## config.mk

```make
export PLATFORM = sky130hd
export DESIGN_NAME = regfile_param
export DESIGN_NICKNAME = d
export VERILOG_FILES = /design/src/rtl/regfile_pkg.sv /design/src/rtl/regfile_lane.sv /design/src/rtl/regfile_param.sv
export SDC_FILE = /design/constraint.sdc
export NUM_CORES = 1
export LEC_CHECK = 0
export CAP_MARGIN = 20
export CORE_MARGIN = 5
export CORE_UTILIZATION = 44
export CTS_CLUSTER_DIAMETER = 80
export DETAILED_ROUTE_END_ITERATION = 16
export SYNTH_ARGS = -nofsm -noshare
export SYNTH_HDL_FRONTEND = slang
export SYNTH_SLANG_ARGS = --single-unit
```

## constraint.sdc

```tcl
create_clock -name clk -period 2.65 [get_ports clk]
set_input_delay 0.6625 -clock clk [delete_from_list [all_inputs] [get_ports clk]]
set_output_delay 0.6625 -clock clk [all_outputs]
set_load 0.1 [all_outputs]
```

## src/rtl/regfile_pkg.sv

```systemverilog
// Shared types and constants for the parametrised register file.
// Optional same-cycle write forwarding is enabled by defining REGFILE_BYPASS_EN.
package regfile_pkg;

    typedef enum logic [1:0] {
        RF_RESET = 2'd0,
        RF_CLEAR = 2'd1,
        RF_READY = 2'd2
    } rf_state_e;

    localparam int DEF_DATA_W   = 16;
    localparam int DEF_LANE_W   = 8;
    localparam int DEF_DEPTH    = 16;
    localparam int DEF_RD_PORTS = 2;

    // Returns 0 for an illegal lane split so the top can refuse to elaborate.
    function automatic int calc_nlanes(input int data_w, input int lane_w);
        if (lane_w <= 0 || (data_w % lane_w) != 0) begin
            return 0;
        end
        return data_w / lane_w;
    endfunction

endpackage

```

## src/rtl/regfile_lane.sv

```systemverilog
// One lane-wide storage bank: single write port, RD_PORTS combinational read ports.
// Part of regfile_param (REGFILE_BYPASS_EN handled in the top).
module regfile_lane #(
    parameter int LANE_W   = 8,
    parameter int DEPTH    = 16,
    parameter int RD_PORTS = 2,
    parameter int AW       = $clog2(DEPTH)
) (
    input  logic                       clk,
    input  logic                       we,
    input  logic [AW-1:0]              waddr,
    input  logic [LANE_W-1:0]          wdata,
    input  logic [RD_PORTS*AW-1:0]     raddr,
    output logic [RD_PORTS*LANE_W-1:0] rdata
);

    logic [LANE_W-1:0] mem_q [DEPTH];

    // No reset on the array: the clear sequencer in the top zeroes it.
    always_ff @(posedge clk) begin
        if (we) begin
            mem_q[waddr] <= wdata;
        end
    end

    always_comb begin
        rdata = '0;
        for (int p = 0; p < RD_PORTS; p++) begin
            rdata[p*LANE_W +: LANE_W] = mem_q[raddr[p*AW +: AW]];
        end
    end

endmodule

```

## src/rtl/regfile_param.sv

```systemverilog
// Parametrised multi-read-port register file with byte-lane writes and a clear sequencer.
// Define REGFILE_BYPASS_EN to forward same-cycle writes to matching read ports.
module regfile_param
    import regfile_pkg::*;
#(
    parameter int DATA_W   = DEF_DATA_W,
    parameter int LANE_W   = DEF_LANE_W,
    parameter int DEPTH    = DEF_DEPTH,
    parameter int RD_PORTS = DEF_RD_PORTS,
    localparam int NLANES  = calc_nlanes(DATA_W, LANE_W),
    localparam int AW      = $clog2(DEPTH)
) (
    input  logic                       clk,
    input  logic                       rst_n,
    input  logic [AW-1:0]              wr_addr,
    input  logic [DATA_W-1:0]          wr_data,
    input  logic [NLANES-1:0]          wr_be,
    input  logic [RD_PORTS*AW-1:0]     rd_addr,
    output logic [RD_PORTS*DATA_W-1:0] rd_data,
    input  logic                       clr_req,
    output logic                       busy,
    output logic                       wr_drop,
    output rf_state_e                  dbg_state
);

    if (NLANES == 0) begin : g_bad_lane_split
        $error("regfile_param: DATA_W must be a nonzero multiple of LANE_W");
    end
    if (DEPTH < 2 || (DEPTH & (DEPTH - 1)) != 0) begin : g_bad_depth
        $error("regfile_param: DEPTH must be a power of 2 and at least 2");
    end

`ifdef REGFILE_BYPASS_EN
    localparam bit BYPASS = 1'b1;
`else
    localparam bit BYPASS = 1'b0;
`endif

    rf_state_e     state_q, state_d;
    logic [AW-1:0] clr_idx_q, clr_idx_d;
    logic          busy_q, busy_d;
    logic          wr_drop_q, wr_drop_d;

    always_comb begin
        state_d   = state_q;
        clr_idx_d = clr_idx_q;
        busy_d    = busy_q;
        wr_drop_d = 1'b0;
        case (state_q)
            RF_CLEAR: begin
                // clr_req is deliberately not looked at here: no restart mid-clear.
                wr_drop_d = |wr_be;
                if (clr_idx_q == AW'(DEPTH - 1)) begin
                    state_d   = RF_READY;
                    busy_d    = 1'b0;
                    clr_idx_d = '0;
                end else begin
                    clr_idx_d = clr_idx_q + AW'(1);
                end
            end
            RF_READY: begin
                if (clr_req) begin
                    state_d   = RF_CLEAR;
                    clr_idx_d = '0;
                    busy_d    = 1'b1;
                end
            end
            default: begin
                state_d   = RF_CLEAR;
                clr_idx_d = '0;
                busy_d    = 1'b1;
            end
        endcase
    end

    always_ff @(posedge clk) begin
        if (!rst_n) begin
            state_q   <= RF_CLEAR;
            clr_idx_q <= '0;
            busy_q    <= 1'b1;
            wr_drop_q <= 1'b0;
        end else begin
            state_q   <= state_d;
            clr_idx_q <= clr_idx_d;
            busy_q    <= busy_d;
            wr_drop_q <= wr_drop_d;
        end
    end

    assign busy      = busy_q;
    assign wr_drop   = wr_drop_q;
    assign dbg_state = state_q;

    // Storage is only touched with rst_n high; a write racing clr_req still lands.
    logic clr_we;
    logic usr_ok;
    assign clr_we = rst_n && (state_q == RF_CLEAR);
    assign usr_ok = rst_n && (state_q == RF_READY);

    logic [NLANES-1:0][RD_PORTS*LANE_W-1:0] lane_rdata;

    for (genvar l = 0; l < NLANES; l++) begin : g_lane
        logic              lane_we;
        logic [AW-1:0]     lane_waddr;
        logic [LANE_W-1:0] lane_wdata;

        assign lane_we    = clr_we | (usr_ok & wr_be[l]);
        assign lane_waddr = clr_we ? clr_idx_q : wr_addr;
        assign lane_wdata = clr_we ? '0 : wr_data[l*LANE_W +: LANE_W];

        regfile_lane #(
            .LANE_W  (LANE_W),
            .DEPTH   (DEPTH),
            .RD_PORTS(RD_PORTS),
            .AW      (AW)
        ) u_lane (
            .clk  (clk),
            .we   (lane_we),
            .waddr(lane_waddr),
            .wdata(lane_wdata),
            .raddr(rd_addr),
            .rdata(lane_rdata[l])
        );
    end

    always_comb begin
        rd_data = '0;
        for (int p = 0; p < RD_PORTS; p++) begin
            for (int l = 0; l < NLANES; l++) begin
                if (!busy_q) begin
                    if (BYPASS && (rd_addr[p*AW +: AW] == wr_addr) && wr_be[l]) begin
                        rd_data[p*DATA_W + l*LANE_W +: LANE_W] = wr_data[l*LANE_W +: LANE_W];
                    end else begin
                        rd_data[p*DATA_W + l*LANE_W +: LANE_W] = lane_rdata[l][p*LANE_W +: LANE_W];
                    end
                end
            end
        end
    end

endmodule

```

* Yosys cells after proc, flatten, opt, wreduce, memory -nomap -nowiden
Memories as Yosys holds them, arrays and structs flattened. Index checks and enable logic that the tools add are counted. W data, S select, Z words.
Word-level totals: bits in registers 8, RAM bits 256, input port bits 33, output and inout port bits 36, logic and storage cells 41, memories 2
Memories:
- g_lane[0].u_lane.mem_q | words 16, bits a word 8, rd ports 2, clocked after memory_dff 0, write ports 1, RTL line regfile_lane.sv:17 | logic [LANE_W-1:0] mem_q [DEPTH];
- g_lane[1].u_lane.mem_q | words 16, bits a word 8, rd ports 2, clocked after memory_dff 0, write ports 1, RTL line regfile_lane.sv:17
Cells by class: $add $sub $neg 1, eq/ne operators 5, muxes and demuxes 20, bitwise operators 4, reductions and logical operators 5
Operators by type and width (number):
- $mux W8 | 6
- $mux W4 | 3
- $pmux W4 S2 | 1
- $mux W1 | 6
- $add A4 B1 Y4 const B | 1
- $eq A4 B4 Y1 const B | 1
- $mux W2 | 2
- $ne A2 B2 Y1 const B | 2
- $pmux W2 S2 | 1
- $reduce_and A2 Y1 | 2
- $and A1 B1 Y1 | 2
- $eq A2 B1 Y1 const B | 1
- $eq A2 B2 Y1 const B | 1
- $logic_and A1 B1 Y1 | 2
- $or A1 B1 Y1 | 2
- $pmux W1 S2 | 1
- $reduce_or A2 Y1 | 1

* Logic depth before layout (Yosys ltp)
Gate-level depths: netlist of run 1.
depth after elaboration 6, gate-level depth with buffers 8, gate-level depth less buffers 5

* Modules after synthesis
A second synthesis of run 1 with hierarchy kept.
Unflattened totals: cell total of the unflattened synthesis 686, area total of the unflattened synthesis 12796.0 um^2
By module, submodules not included:
- regfile_lane | times used 2, cells each 291, area each 6025.8 um^2, seq. area each 3843.7 um^2
- regfile_param | times used 1, cells each 104, area each 744.5 um^2, seq. area each 140.1 um^2

* Worst setup path before layout of run 1
OpenSTA, ideal clock, no wires.
path type in2out, from input rd_addr[0], to output rd_data[2], arrival 2872 ps, path slack -885 ps, cell stages on the path 8, path buffers 4, cell sequence buf_6 buf_12 buf_12 buf_12 mux2i_1 a22oi_1 nand2_1 o21ai_1
Between the ends: longest elaborated chain between the ends 2
RTL lines:
- start, declared | RTL line regfile_param.sv:18 | input logic [RD_PORTS*AW-1:0] rd_addr,
- $mem_v2 Z16 W8
- $mux W8 | RTL line regfile_param.sv:130 | if (!busy_q) begin
- end, declared | RTL line regfile_param.sv:19 | output logic [RD_PORTS*DATA_W-1:0] rd_data,
No other way between the ends.

* Final worst setup path of run 1
from input rd_addr[2], to output rd_data[1]
The elaborated chain is that of the path after synthesis.

==> results of run 1 <==
stage by stage:
stage               std cells  power [mW]  util, %  setup TNS [ps]
finish                   1512        9.88     62.3            -232
global placement         1430        5.65     54.1          -18110
floorplan                 921        5.28        -           -1880
CTS                      1505        9.85     61.2            -140
global route             1512        10.2     62.3            -375
detailed placement       1430        5.66     54.1          -20530
layer usage:
layer  track usage, %  up-vias  wire [um]
met5                0        -          0
met4             7.72        0       1300
met3             3.22       73       2410
met2             36.7      343      18700
met1             34.0     4541      17800
li1                 -     3996          -
how the worst min path moves through the flow:
stage                    to
2_1_floorplan  clr_idx_q[1]
3_5_place_dp   clr_idx_q[1]
6_report       clr_idx_q[1]
4_1_cts        clr_idx_q[3]
5_1_grt        clr_idx_q[1]
3_3_place_gp   clr_idx_q[3]
sequential cells by signal (all words and copies together) (netlist names):
register / flops
g_lane.u_lane.mem_q: 256
clr_idx_q: 4
dbg_state: 2
wr_drop: 1
what timing repair did:
item                                   CTS  global route
endpoints found under the hold margin    0             0
gates cloned                            12             5
setup buffers                           14             5
setup endpoints to repair               32            32
pin swaps                               75            28
gates resized for setup                183            41
power by group:
part           leakage, nW  internal [mW]  switching (mW)
Clock                0.473           2.46            1.58
Sequential            2.40           4.61          0.0271
Combinational         3.84          0.552           0.642
Total                 6.72           7.63            2.25
logic make-up after synthesis:
logic type,Yosys count,synth area share [%]
flip-flops,263,60.3
multiplexers,249,20.4
AND/OR/NAND/NOR,176,6.67
AO/OA/AOI/OAI,162,9.04
buffers and inverters,69,3.37
XOR/XNOR,1,0.0675
adder cells (fa/ha/maj),1,0.0964
critical path, cell delays in order:
cell and delay (ps):
buf_12 120, buf_6 120, nor2b_4 140, buf_6 140
buf_12 150, a22oi_2 270, nand3_4 120, o21ai_4 100
buf_12 200
layout by cell type, fill, tap and decap left out, drive strengths merged, types with 2 or more instances in the layout:
master	n
nand4b	2
clkinv	13
o21ai	36
nor2b	6
and2	21
nand2b	17
nor2	43
edfxtp	256
a21boi	3
a22oi	118
buf	190
inv	3
nand3	36
mux4	11
bufinv	5
nand3b	2
or2	2
clkdlybuf4s50	24
clkbuf	37
mux2i	237
dfxtp	7
nor3b	3
a31oi	4
and3b	2
nand2	42
synthesized netlist by cell type, drive strengths merged (2+ instances only):
library cell and count:
a21boi 3, a22oi 118, a31oi 4, and2 21, and3b 2, buf 32, clkbuf 34, dfxtp 7
edfxtp 256, inv 3, mux2i 237, mux4 11, nand2 42, nand2b 17, nand3 36, nand3b 2
nand4b 2, nor2 42, nor2b 6, nor3b 3, o21ai 36, or2 2
final cells by class:
type	instances	area [um2]	share of cell area (%)
timing repair buffer	222	3030	16.8
tap	384	480	2.67
clock buffer	32	737	4.09
clock inverter	18	214	1.19
sequential	263	7830	43.5
multi-input combinational	590	5720	31.7
inverter	3	11.3	0.0625
==> results_dict.tcl, run 1 <==
set metrics [dict create \
    run_status "complete, but fails checks" \
    failed_checks "negative setup slack" \
    synth.avg_cell_area_um2 14.1 \
    syn2layout_area_growth_pct 38.9 \
    powerDensity_nw_per_um2 548 \
    reg2reg_slack_ps 540 \
    routed_wl_um 40300 \
    numCtsBuffers 28 \
    worstRegToRegCells 5 \
    crit_path_start_kind "primary input" \
    synth-seq-cells 263 \
    slew_headroom_pct 50.8 \
    endpoint_kind "primary output" \
    tightest_slew_ps 737 \
    place_congestion 0.870 \
    drtPass1Iterations 5 \
    worstSetupPathType "primary input to primary output" \
    nFillCells 2103 \
    cp.arrival_ps 2040 \
    clkTransAtPathRegs_ps 60 \
    finalHoldViolCount 0 \
    start_util_pct 44.8 \
    yosysTopAreaCellShare_pct 59.2 \
    num_rows 62 \
    cts_buffer_depth 3 \
    fin_crit_sh_pct 102 \
    yosysTopAreaCell "edfxtp_1" \
    ir_drop_mv 0.355 \
    antenna_found_initial 0 \
    slew_violations 0 \
    hold_buffers 0 \
    grt_max_degree 31 \
    crit_required_ps 1990 \
    max_freq_mhz 370 \
    synth_area_leaders "edfxtp_1, mux2i_1, a22oi_1, nand3_1, o21ai_1" \
    worstReg2RegEnd "g_lane[1].u_lane.mem_q[15][2]" \
    routedWlPerCell_um 26.7 \
    worst_slack_ps -51.4 \
    p_leak_nw 6.72 \
    dieArea_um2 33000 \
    cts.sinks 263 \
    grt_pass1_vias 9071 \
    hp-class "register to register" \
    synth_nets 955 \
    antenna_left 0 \
    fin_area_um2 18000 \
    via_count 8953 \
    grt_usage_pct 23.5 \
    ys_seq_area_share_pct 60.3 \
    grt_pass1_wl_um 58400 \
    rsz0062_at_grt "true" \
    overflow 0 \
    maxCapViolCount 0 \
    cts_tree "yes" \
    syn_area_um2 13000 \
    dieHeight_um 182 \
    synthCells 921 \
    hp-start "clr_idx_q[1]" \
    yosysUniqueCellTypes 34 \
    fin_skew_ps 14.6 \
    cts_root_buf "clkbuf_16" \
    clock_latency_ps 540 \
    portBuffers 68 \
    synth_edf_count 256 \
    dpl_cell_area_um2 15700 \
    synth-async-reset-ratio_pct 0 \
    critPathLaunch "rd_addr[2]" \
    synth_ff_type "edfxtp_1" \
    finalHoldWorstSlack_ps 548 \
    final-setup-viol-count 8 \
    core_um2 28900 \
    ys_warn_count 0 \
    drive_above_1_share_pct 37.7 \
    endpoint "rd_data[1]" \
    final_net_count 1142 \
    diodes 0 \
    htree_levels 1 \
    hold_depth 2 \
    viasPerCell 5.92 \
    place_hpwl_um 25600 \
    io_pins 69 \
    post-route-min-period_ps 2700 \
    r2r-start "dbg_state[1]" \
    drtIter0Drc 722 \
    die_w_um 182 \
    remaining_drc_errors 0 \
    cp_max_fo 7 \
    post-place-ws_ps -707 \
]
Note: power is estimated with default switching activity, not from simulation.
==> run 2: changes to the inputs <==
ABC_AREA = 1   (was default)
GPL_ROUTABILITY_DRIVEN = 0   (was default)
==> run 2 against run 1 <==
Compared with the run above:
- the flow still finishes with violations (negative setup slack)
- area after synthesis grew 9.7%
- critical path depth shrank 4
- worst hold slack lost 29 ps
- largest power group unchanged
==> results_dict.tcl, run 2 <==
set metrics [dict create \
    fin_crit_sh_pct 101 \
    overflow 0 \
    tightest_slew_ps 615 \
    final_net_count 1905 \
    fin_area_um2 18100 \
    final_cell_mix "nand2_1, nand3_1, inv_1" \
    max_freq_mhz 375 \
    routedWlPerCell_um 20.3 \
    post-route-min-period_ps 2670 \
    synthMostInstantiatedCell "nand2_1" \
    syn_area_um2 14200 \
    synth_ff_type "edfxtp_1" \
    critPathLaunch "rd_addr[7]" \
    io_pins 69 \
    cp_max_fo 5 \
    slew_headroom_pct 58.9 \
    synth-seq-cells 263 \
    grt_max_degree 48 \
    synth.avg_cell_area_um2 8.05 \
    final_common_cell "nand2_1" \
    viasPerCell 5.56 \
    cts_root_buf "clkbuf_16" \
    drive_above_1_share_pct 15.2 \
    maxCapViolCount 0 \
    dieHeight_um 190 \
    r2r-start "dbg_state[0]" \
    ir_drop_mv 0.517 \
    finalHoldViolCount 0 \
    nFillCells 2787 \
    failed_checks "negative setup slack" \
    max_stage_delay_ps 450 \
    min_to "clr_idx_q[3]" \
    hp-start "clr_idx_q[3]" \
    largest_register_ffs 256 \
    fin_skew_ps 14.9 \
    slew_violations 0 \
    via_count 12755 \
    clkTransAtPathRegs_ps 60 \
    portBuffers 68 \
    crit_path_start_kind "primary input" \
    drtPass1Iterations 8 \
    drtIter0Drc 1829 \
    yosysUniqueCellTypes 24 \
    cts.sinks 263 \
    start_util_pct 44.9 \
    htree_levels 1 \
    grt_pass1_wl_um 70100 \
    seq_area_um2 7830 \
    worst_slack_ps -15.8 \
    p_leak_nw 8.03 \
    synthCells 1769 \
    final-setup-viol-count 2 \
    synth_nets 1803 \
    grt_pass1_vias 11848 \
    powerDensity_nw_per_um2 540 \
    worstReg2RegEnd "g_lane[1].u_lane.mem_q[12][4]" \
    die_w_um 190 \
    endpoint_kind "primary output" \
    ys_seq_area_share_pct 55.0 \
    cp.arrival_ps 2000 \
    crit_buf_inv 3 \
    hp-class "register to register" \
    clock_latency_ps 550 \
    crit_required_ps 1990 \
    antenna_found_initial 0 \
    reg2reg_slack_ps 530 \
    dpl_cell_area_um2 16800 \
    synth_area_leaders "edfxtp_1, nand3_1, nand2_1, inv_1, buf_2" \
    synth_edf_count 256 \
    yosysTopAreaCell "edfxtp_1" \
    dieArea_um2 36100 \
    multi_input_area_um2 5330 \
    routed_wl_um 46600 \
    numCtsBuffers 28 \
    syn2layout_area_growth_pct 27.1 \
    critPathTopFamily "buffers and inverters" \
    run_status "complete, but fails checks" \
    grt_usage_pct 24.8 \
    core_um2 31700 \
    place_hpwl_um 30500 \
    antenna_left 0 \
    cts_buffer_depth 3 \
    remaining_drc_errors 0 \
    num_rows 65 \
    hold_depth 2 \
    regMostFlops "g_lane.u_lane.mem_q" \
    diodes 0 \
    crit_chain "dlygate4sd2_1 > buf_2 > nand3_1 > a21oi_4 > buf_12" \
    synth-async-reset-ratio_pct 0 \
    ys_warn_count 0 \
    finalSetupTns_ps -22.5 \
    synth_commonest_cells "nand2_1, nand3_1, inv_1" \
    yosysTopAreaCellShare_pct 54.0 \
    crit_slowest_cell "dlygate4sd2_1" \
    cts_tree "yes" \
    worstSetupPathType "primary input to primary output" \
    worstRegToRegCells 8 \
]
[run 2: cell count changes in the layout (fill, tap and decap cells not counted), sizes merged, moves of 7 or more]
cell and delta:
nand2 +509, nand3 +415, inv +296, mux2i -237, a22oi -118, buf -39
a21oi +36, o21ai -28, and2 -21, nand2b -17, mux4 -11, clkbuf +7
[run 2: layout make-up]
cell class                      count  share of cell area, %
Tap cell                          402                   2.78
Clock inverter                     12                  0.477
Timing Repair Buffer              184                   13.3
Multi-Input combinational cell   1095                   29.4
Sequential cell                   263                   43.3
Inverter                          299                   6.34
Clock buffer                       40                   4.40
[run 2: tightest hold or removal path: cells and delay by family (launching register included)]
kind,cells,cell delay [ps]
flops,1,310
buf+inv,1,100
compound gates,1,70
[run 2: worst max path at each step]
stage                              to  slack (ps)  depth (start not counted)
after global placement    rd_data[12]        -280                          6
final                     rd_data[28]         -20                          5
after floorplan           rd_data[12]           1                          6
after detailed placement  rd_data[12]        -250                          6
after CTS                 rd_data[30]           6                          8
after global routing      rd_data[16]         -20                          9
[run 2: logic make-up after synthesis]
| kind of cell | after synthesis | synth area share (%) |
|---|---|---|
| flip-flops | 263 | 55.0 |
| AND/OR/NAND/NOR | 1047 | 31.8 |
| AO/OA/AOI/OAI | 46 | 1.73 |
| adder cells (fa/ha/maj) | 1 | 0.0879 |
| XOR/XNOR | 1 | 0.0615 |
| buffers and inverters | 411 | 11.3 |
[run 2: through the flow]
step / power, mW / worst slack (ps) / instances / utilization (%) / hold WS (ps)
6_report: 9.77 / -15.8 / 2295 / 57.1 / 519
5_1_grt: 10.1 / -16.1 / 2295 / 57.1 / 563
4_1_cts: 9.74 / 6.05 / 2291 / 56.2 / 524
3_5_place_dp: 5.96 / -248 / 2234 / 52.9 / 515
3_3_place_gp: 5.95 / -280 / 2234 / 52.9 / 507
2_1_floorplan: 5.45 / 1.07 / 1769 / - / 480
[run 2: timing repair]
| action | 4_1_cts | 5_1_grt |
|---|---|---|
| hold buffers | 0 | 0 |
| setup endpoints to repair | 32 | 28 |
| cloned | 3 | 4 |
| buffers inserted | 2 | 0 |
| gates resized for setup | 32 | 39 |
| pin swaps | 10 | 11 |
| hold endpoints to repair | 0 | 0 |
[run 2: routing by layer]
layer / track usage, % / share of wire, % / vias to the layer above
met5: 0 / 0 / -
met4: 5.93 / 2.4 / 0
met3: 5.82 / 11 / 78
met2: 37.2 / 45 / 699
met1: 36.5 / 42 / 6065
li1: - / - / 5913
[run 2: where the power goes]
part / internal [mW] / leakage [nW] / total [mW] / switching [mW]
logic: 0.449 / 5.18 / 1.32 / 0.876
registers: 4.64 / 2.41 / 4.66 / 0.0188
clock network: 2.18 / 0.441 / 3.79 / 1.60
==> RTL edit (settings of run 1) <==
Set the localparam `BYPASS` to 1'b1 (it was 1'b0).
--- a/src/rtl/regfile_param.sv
+++ b/src/rtl/regfile_param.sv
@@ -34,5 +34,5 @@
     localparam bit BYPASS = 1'b1;
 `else
-    localparam bit BYPASS = 1'b0;
+    localparam bit BYPASS = 1'b1;
 `endif
 
Check against the original RTL: no difference found for any inputs over 10 cycles, from zero or initial values and one cycle with rst_n low; that may be too few to reach the edited logic, so the function may still have changed.
==> RTL edit against run 1 <==
The run still ends with negative setup slack left. Design area shrank 2.5%. Setup slack worse by 0.39 ns. Global-route usage shrank 0.91 points. Wire length decreased by 6.7%. Sequential cell count unchanged. First-iteration DRC count is 32% higher. Area after synthesis is 1.3% lower. Power is 1.4% lower.
==> RTL edit: results (changes against run 1) <==
GRT
  – GRT Resource Usage Total: 0.225 (-0.00911)
  – Initial antenna violation count: 0 (unchanged)
  – First-pass GRT wire length: 55,300 µm (-5.4%)
  – Vias in the first global route: 8,683 (-4.3%)
  – Largest net degree at the start of global routing: 34 (+9.7%)

Yosys
  – Synth cell count leaders: edfxtp_1 (256), mux4_2 (107), a22oi_1 (65)
  – Synth async-reset ratio: 0 (unchanged)
  – Post-synthesis mux area share: 0.233 (+0.0285)
  – Post-synth top area cell: edfxtp_1
  – Syn Nets: 736 (-23%)
  – Seq/Total Area, Yosys: 0.611 (+0.00766)
  – Synth area leaders: edfxtp_1 (60%), mux4_2 (19%), mux4_1 (4.3%)
  – Number of synthesized flops with an enable pin: 256 (unchanged)
  – Adder-cell share of the synthesized area: 0.000976 (+0.0000122)
  – XOR/XNOR Fraction of Synth Area: 0.00615 (+0.00548)
  – Compound-Gate Fraction of Synth Area: 0.0700 (-0.0204)
  – Synth Warn #: 0 (unchanged)
  – Post-synthesis cell type count: 44 (+29%)

Setup path
  – Reg2reg path depth: 6 (+1)
  – R2r setup slk: 0.31 ns (-0.23 ns)
  – Crit-path slowest cell: mux4_2
  – Crit path from: rd_addr[0]
  – Arrival time worst endpoint: 2.43 ns (+0.39 ns)
  – Largest stage delay on the critical path: 0.51 ns (+0.24 ns)
  – Critical path endpoint: rd_data[0]
  – RR Endpoint: g_lane[1].u_lane.mem_q[15][0]
  – R2R Path Start: dbg_state[0]
  – Critical Path Fanout Max: 6 (-1)

Layout
  – Nets@finish: 967 (-15%)
  – Largest register FFs: 256 (unchanged)
  – Fill cell count: 2,067 (-1.7%)
  – Most flops, register: g_lane.u_lane.mem_q
  – Share of layout cells above drive strength 1: 0.534 (+0.157)
  – Ant. Diodes: 0 (unchanged)

STA
  – Setup TNS: -9.74 ns (-9.51 ns)
  – Final Setup Violations: 32 (+24)
  – Final hold viol count: 0 (unchanged)
  – Actual slew at the worst max-slew pin: 0.762 ns (+0.0253 ns)
  – Clk_skew: 0.00848 ns (-0.00608 ns)
  – Slack of the critical path: -0.443 ns (-0.392 ns)

Run status
  – Failing checks: negative setup slack
  – Status: complete, but fails checks

CTS
  – CTS Root Cell: clkbuf_16
  – Worst-Skew Late Latency: between 0.5 and 0.6 ns
  – Htree depth: 1 (unchanged)
  – Max clock buf depth: 3 (unchanged)
  – Num CTS Buffers: 27 (-3.6%)
  – CTS clk-pin slew, worst paths: 0.06 ns (about the same)

Placed design
  – Pre-CTS setup slack: -0.783 ns (-0.0762 ns)
  – RePlAce Congestion: 0.849 (-2.4%)
  – Port buffer count: 68 (unchanged)
  – Hpwl dp: 24,500 µm (-4.3%)

Route
  – Routed vias/inst: 6.23 (+5.2%)
  – DRT Wirelength: 37,600 µm (-6.7%)
  – DRT Pass-1 Iters: 7 (+2)
  – Initial DRC Count: 951 (+32%)

Run
  – Maxcap violations: 0 (unchanged)

Hold path
  – Hold crit path type: flop to flop

Pwr
  – Max VDD drop: 0.388 mV (+9.4%)
  – Leak Pwr: 6.21 nW (-7.5%)
RTL edit: layer usage:
metal	GRT usage	up-vias	wire, µm
li1	-	3467	-
met1	0.319	4361	15200
met2	0.367	439	18200
met3	0.0482	50	3650
met4	0.0430	0	563
met5	0	-	0
RTL edit: worst min-delay path by stage:
| stage | depth (start not counted) | slack (ns) | endpoint | startpoint |
|---|---|---|---|---|
| global placement | 1 | 0.54 | clr_idx_q[3] | clr_idx_q[3] |
| global route | 1 | 0.65 | clr_idx_q[3] | clr_idx_q[3] |
| CTS | 1 | 0.58 | clr_idx_q[3] | clr_idx_q[3] |
| finish | 1 | 0.58 | clr_idx_q[3] | clr_idx_q[3] |
| detailed placement | 1 | 0.56 | clr_idx_q[3] | clr_idx_q[3] |
| floorplan | 1 | 0.49 | clr_idx_q[3] | clr_idx_q[3] |
RTL edit: cells by family after synthesis:
logic type      after synthesis
compound gates              118
mux                         130
fa+ha+maj                     1
xor+xnor                      9
simple gates                126
flops                       263
buf+inv                      55
RTL edit: timing repair:
item	CTS	global route
pin swaps	39	31
setup buffers	23	8
cloned	8	2
setup endpoints to repair	32	32
resized for setup	118	37
RTL edit: area by class of cell:
| class | instances | area (µm²) | share of cell area |
|---|---|---|---|
| sequential | 263 | 7830 | 0.445 |
| timing repair buffer | 254 | 3130 | 0.178 |
| tap | 384 | 480 | 0.0273 |
| clock buffer | 31 | 691 | 0.0393 |
| inverter | 3 | 11.3 | 0.000641 |
| clock inverter | 16 | 210 | 0.0120 |
| multi-input combinational | 384 | 5220 | 0.297 |
RTL edit: report_power, final:
part | switching, W | leakage, nW | internal (W)
Clock | 0.00153 | 0.437 | 0.00235
Combinational | 0.000603 | 3.37 | 0.000609
Sequential | 0.0000311 | 2.41 | 0.00463
RTL edit: per-stage QoR:
stage	power [W]	cell area (µm²)	util	std cells	hold WS, ns
2_1_floorplan	0.00530	13000	-	702	0.487
3_3_place_gp	0.00571	15500	0.542	1251	0.537
3_5_place_dp	0.00574	15600	0.542	1252	0.560
4_1_cts	0.00975	17400	0.607	1330	0.585
5_1_grt	0.0100	17600	0.613	1335	0.646
6_report	0.00974	17600	0.613	1335	0.579
RTL edit: worst max-delay path, delay by kind of cell:
kind / cells / cell delay [ns]
and+or+nand+nor: 1 / 0.09
buffers and inverters: 5 / 0.65
muxes: 1 / 0.51
AOI/OAI and AO/OA: 2 / 0.51
